===== src/rtl/sodor5_issue_ctrl.sv =====
// Issue/hazard sequencer for the sodor5 five-stage model: shadows per-slot occupancy and
// destination registers, holds RAW-dependent instructions back with bubbles, counts retires/stalls.
module sodor5_issue_ctrl #(
   parameter int DEPTH      = 5,
   parameter int HAZ_STAGES = 4,
   parameter int CNT_W      = 32
) (
   input  logic             clk,
   input  logic             reset,
   input  logic             run_en,
   input  logic             drain,
   input  logic             imem_valid,
   input  logic [31:0]      imem_data,
   output logic             control_fetch_i,
   output logic             control_shift_iq,
   output logic             imem_ready,
   output logic             hazard,
   output logic [DEPTH-1:0] slot_valid,
   output logic             idle,
   output logic [CNT_W-1:0] retire_count,
   output logic [CNT_W-1:0] stall_count
);

   logic [DEPTH-1:0] r_slot_valid;
   logic [DEPTH-1:0] r_slot_wr;
   logic [4:0]       r_slot_rd [DEPTH];
   logic [CNT_W-1:0] r_retire_count;
   logic [CNT_W-1:0] r_stall_count;

   logic [6:0] w_opcode;
   logic [4:0] w_rd;
   logic [4:0] w_rs1;
   logic [4:0] w_rs2;
   logic       w_writes;
   logic       w_uses_rs1;
   logic       w_uses_rs2;
   logic       w_hazard;
   logic       w_unused_bits;

   assign w_opcode      = imem_data[6:0];
   assign w_rd          = imem_data[11:7];
   assign w_rs1         = imem_data[19:15];
   assign w_rs2         = imem_data[24:20];
   assign w_unused_bits = ^{imem_data[31:25], imem_data[14:12]};

   always_comb begin
      w_writes   = 1'b0;
      w_uses_rs1 = 1'b0;
      w_uses_rs2 = 1'b0;
      case (w_opcode)
         7'b0010011: begin w_writes = 1'b1; w_uses_rs1 = 1'b1; end
         7'b0110011: begin w_writes = 1'b1; w_uses_rs1 = 1'b1; w_uses_rs2 = 1'b1; end
         7'b0000011: begin w_writes = 1'b1; w_uses_rs1 = 1'b1; end
         7'b0110111: w_writes = 1'b1;
         7'b0010111: w_writes = 1'b1;
         7'b1101111: w_writes = 1'b1;
         7'b1100111: begin w_writes = 1'b1; w_uses_rs1 = 1'b1; end
         7'b0100011: begin w_uses_rs1 = 1'b1; w_uses_rs2 = 1'b1; end
         7'b1100011: begin w_uses_rs1 = 1'b1; w_uses_rs2 = 1'b1; end
         default: ;
      endcase
   end

   // x0 is never a real source or destination, so it is excluded on both sides of the compare
   always_comb begin
      w_hazard = 1'b0;
      for (int i = 0; i < HAZ_STAGES; i++) begin
         if (r_slot_valid[i] && r_slot_wr[i] && (r_slot_rd[i] != 5'd0) &&
             ((w_uses_rs1 && (w_rs1 == r_slot_rd[i])) ||
              (w_uses_rs2 && (w_rs2 == r_slot_rd[i]))))
            w_hazard = 1'b1;
      end
   end

   assign hazard           = imem_valid & w_hazard;
   assign control_shift_iq = run_en;
   assign control_fetch_i  = run_en & imem_valid & ~drain & ~hazard;
   assign imem_ready       = control_fetch_i;
   assign slot_valid       = r_slot_valid;
   assign idle             = ~|r_slot_valid;
   assign retire_count     = r_retire_count;
   assign stall_count      = r_stall_count;

   always_ff @(posedge clk or negedge reset) begin
      if (!reset) begin
         r_slot_valid <= '0;
         r_slot_wr    <= '0;
         for (int i = 0; i < DEPTH; i++) r_slot_rd[i] <= 5'd0;
      end else if (control_shift_iq) begin
         r_slot_valid <= {r_slot_valid[DEPTH-2:0], control_fetch_i};
         r_slot_wr    <= {r_slot_wr[DEPTH-2:0], control_fetch_i & w_writes & (w_rd != 5'd0)};
         for (int i = DEPTH-1; i > 0; i--) r_slot_rd[i] <= r_slot_rd[i-1];
         r_slot_rd[0] <= control_fetch_i ? w_rd : 5'd0;
      end
   end

   always_ff @(posedge clk or negedge reset) begin
      if (!reset) begin
         r_retire_count <= '0;
         r_stall_count  <= '0;
      end else begin
         if (control_shift_iq && r_slot_valid[DEPTH-1])
            r_retire_count <= r_retire_count + CNT_W'(1);
         if (run_en && imem_valid && hazard && !drain)
            r_stall_count <= r_stall_count + CNT_W'(1);
      end
   end

endmodule


===== config.mk =====
export PLATFORM = sky130hd
export DESIGN_NAME = sodor5_issue_ctrl
export DESIGN_NICKNAME = d
export VERILOG_FILES = /design/src/rtl/sodor5_issue_ctrl.sv
export SDC_FILE = /design/constraint.sdc
export NUM_CORES = 1
export LEC_CHECK = 0
export ABC_AREA = 0
export BUFFER_PORTS_ARGS = -buffer_cell sky130_fd_sc_hd__buf_2
export CORE_MARGIN = 2
export CORE_UTILIZATION = 54
export DETAILED_ROUTE_END_ITERATION = 8
export GPL_ROUTABILITY_DRIVEN = 0
export MAX_ROUTING_LAYER = met4
export PLACE_DENSITY = 0.86
export SYNTH_ARGS = -nofsm -noshare
export SYNTH_HDL_FRONTEND = slang
export SYNTH_SLANG_ARGS = --single-unit

===== constraint.sdc =====
create_clock -name clk -period 2.85 [get_ports clk]
set_clock_uncertainty 0.2 [all_clocks]
set_input_delay 0.1425 -clock clk [delete_from_list [all_inputs] [get_ports clk]]
set_output_delay 0.1425 -clock clk [all_outputs]
set_load 0.02 [all_outputs]

==> qor.tcl <==
set qor(post_dp_hpwl_mm) 7.63
set qor(crit_required_ps) 2510
set qor(clk_pin_slew_ps) 90
set qor(fp.dieH_um) 96.2
set qor(utilization_after_layout_pct) 70.3
set qor(synth-seq-cells) 93
set qor(vias_in_the_first_global_route) 3635
set qor(max_freq_mhz) 336
set qor(htree_levels) 3
set qor(cts_tree) {built}
set qor(drive_gt1_share_pct) 34.1
set qor(wire_per_inst_um) 17.4
set qor(nFillCells) 618
set qor(setup-violations-final) 3
set qor(design_power_total_w) 0.00283
set qor(port_buffers) 100
set qor(die_outline_width_um) 96.2
set qor(synthesis.area_per_instance_um2) 11.3
set qor(seq_area_frac_synth_pct) 50.7
set qor(post_drt_via_cell_ratio) 5.57
set qor(diodes) 0
set qor(synthDistinctLibCells) 35
set qor(regToRegEndpoint) {r_slot_rd[21]$_DFFE_PN0P_}
set qor(ys.flop_type) {dfrtp_1}
set qor(grt_remaining_overflow) 0
set qor(placementRows) 33
set qor(detail_route.first_pass.iterations) 4
set qor(pre_cts_slack_ps) -142
set qor(power_per_cell_area_nw_per_um2) 489
set qor(grt_start_max_net_pins) 50
set qor(core_um2) 8220
set qor(synthArstFlopShare_pct) 100
set qor(rr_worst_depth) 10
set qor(relSlewSlack_pct) 59.8
set qor(failed_checks) {negative setup slack}
set qor(timing.max_cap.violations) 0
set qor(setup.worst_path.start_class) {flip-flop}
set qor(netlist_area_um2) 4590
set qor(period_minus_slack_ps) 2980
set qor(worst_pin_slew_ps) 598
set qor(final_routed_drc_violation_total) 0
set qor(area.growth.synth_to_final_pct) 25.9
set qor(antenna_left) 0
set qor(die_area_um2) 9250
set qor(worst_slack_ps) -125
set qor(routed-via-count) 3623
set qor(numClockSinks) 93
set qor(r2r-start) {r_slot_rd[16]$_DFFE_PN0P_}
set qor(p_leak_nw) 2.82
set qor(reg2reg_slack_ps) 30
set qor(postSynthCellCount) 405
set qor(io_pins) 111
set qor(vdd_drop_max_uv) 238
set qor(layout_common_cells) {96 x buf_2, 90 x dfrtp_1, 73 x xnor2_1}
set qor(routed_wl_mm) 11.3
set qor(cts_made_buffers) 9
set qor(clock_insertion_delay_worst_skew_ps) 370
set qor(worst_ep_arrival_time_ps) 2630
set qor(worstSetupStartpoint) {r_slot_rd[16]$_DFFE_PN0P_}
set qor(run_status) {finished with violations}
set qor(mostFrequentLayoutCell) {buf_2}
set qor(grt_antenna_before_repair) 0
set qor(grt.total_usage_pct) 26.3
set qor(final_report_max_slew_violation_count) 0
set qor(path_class) {flip-flop to output pin}
set qor(ctsRootBufferMaster) {clkbuf_8}
set qor(critPathMaxFanout) 4
set qor(yosysWarningCount) 0
set qor(clockBufferDepth) 2
set qor(final-hold-violation-count) 0
set qor(synth_enable_flop_cells) 0
set qor(timing.critical_path.to) {hazard}
set qor(finish.net_count) 580
set qor(timing.hold.worst.class) {input port to flip-flop}
set qor(crit_path_end_kind) {output pin}
set qor(grt_first_pass_wirelength_mm) 17.9
set qor(min_period_over_period_pct) 104
set qor(initial_standard_cell_utilization_of_the_core_pct) 55.8
set qor(syn-num-nets) 444
set qor(detailedRoute.firstIterationViolations) 209
set qor(grt_setup_unrepaired) {yes}
-- report_power, final --
| group | total, W | internal (W) | leakage, nW | switching [W] |
|---|---|---|---|---|
| combinational | 0.000430 | 0.000194 | 1.44 | 0.000236 |
| sequential | 0.00147 | 0.00138 | 1.27 | 0.0000869 |
| clock | 0.000926 | 0.000426 | 0.107 | 0.000500 |
-- layer usage --
| layer | share of wire (%) | global-route usage (%) | up-vias |
|---|---|---|---|
| met5 | 0 | - | - |
| met1 | 41 | 31.6 | 1807 |
| met2 | 53 | 44.8 | 96 |
| met3 | 4.3 | 4.31 | 18 |
| met4 | 1.7 | 9.17 | 0 |
| li1 | - | - | 1702 |
-- final cells by class --
cell class,count,area (um^2),share of cell area (%)
flip-flops and latches,93,2330,40.4
well taps,105,131,2.27
repair buffers,132,827,14.3
clock inverters,7,85.1,1.47
multi-input cells,300,2260,39.1
inverters,5,18.8,0.325
clock buffers,9,124,2.14
-- flip-flops by register name (all words and copies together), names as in the netlist --
name          flops
stall_count      32
r_slot_wr         4
r_slot_rd        20
retire_count     32
slot_valid        5
-- worst min path at each step --
stage | startpoint | end | slack, ps | cells past startpoint
finish | imem_data[0] | r_slot_wr[0]$_DFFE_PN0P_ | 50 | 4
global route | imem_data[0] | r_slot_wr[0]$_DFFE_PN0P_ | 80 | 4
CTS | imem_data[0] | r_slot_wr[0]$_DFFE_PN0P_ | 30 | 4
detailed placement | reset | stall_count[27]$_DFFE_PN0P_ | -20 | 1
global placement | reset | stall_count[27]$_DFFE_PN0P_ | -30 | 1
floorplan | reset | r_slot_rd[10]$_DFFE_PN0P_ | -350 | 0
-- Yosys cell counts, types with 3 or more instances --
| cell type | n | share of area [%] |
|---|---|---|
| nand4_1 | 21 | 2.9 |
| and3_1 | 14 | 1.9 |
| nand2_1 | 28 | 2.3 |
| xnor2_1 | 73 | 14 |
| inv_1 | 5 | 0.41 |
| and4_1 | 5 | 0.95 |
| dfrtp_1 | 93 | 51 |
| nor2_1 | 20 | 1.6 |
| clkbuf_1 | 3 | 0.25 |
| nand3_1 | 32 | 3.5 |
| nor4_2 | 3 | 0.82 |
| nor3_1 | 8 | 0.87 |
| mux2_2 | 24 | 5.9 |
| nor4_1 | 7 | 0.95 |
| and2_1 | 5 | 0.68 |
| a22o_1 | 6 | 1.1 |
| or4_1 | 7 | 1.1 |
| xor2_1 | 29 | 5.5 |
-- kinds of logic after synthesis --
family                   count (synthesis)  synth area share, %
adder cells (fa/ha/maj)                  2                0.545
multiplexers                            24                 5.89
AND/OR/NAND/NOR                        159                 19.2
XOR/XNOR                               102                 19.5
AO/OA/AOI/OAI                           12                 2.59
buffers and inverters                   13                 1.55
flip-flops                              93                 50.7
-- worst max-delay path, cell delays in order (launching register included) --
cell and delay, ps:
dfrtp_1 450, xor2_1 160, or4_1 560, nor4_2 260
nor4_2 110, buf_4 160, o22ai_2 260, and2_4 200
buf_6 110
-- stage by stage --
stage | instances | TNS [ps] | hold WS, ps | instance area (um^2)
global placement | 615 | -1170 | -26.8 | 5290
floorplan | 405 | 0 | -353 | 4590
global route | 651 | -573 | 78.7 | 5780
CTS | 646 | -1230 | 30.6 | 5670
finish | 651 | -220 | 45.8 | 5780
detailed placement | 615 | -2330 | -18.2 | 5290
-- timing repair --
item	CTS	global route
pin swaps	8	5
endpoints found under the hold margin	49	0
gates resized for setup	11	8
buffers inserted	8	5
setup endpoints to repair	28	36
hold buffers	6	0
gates cloned	1	0
(Power assumes the default switching activity.)
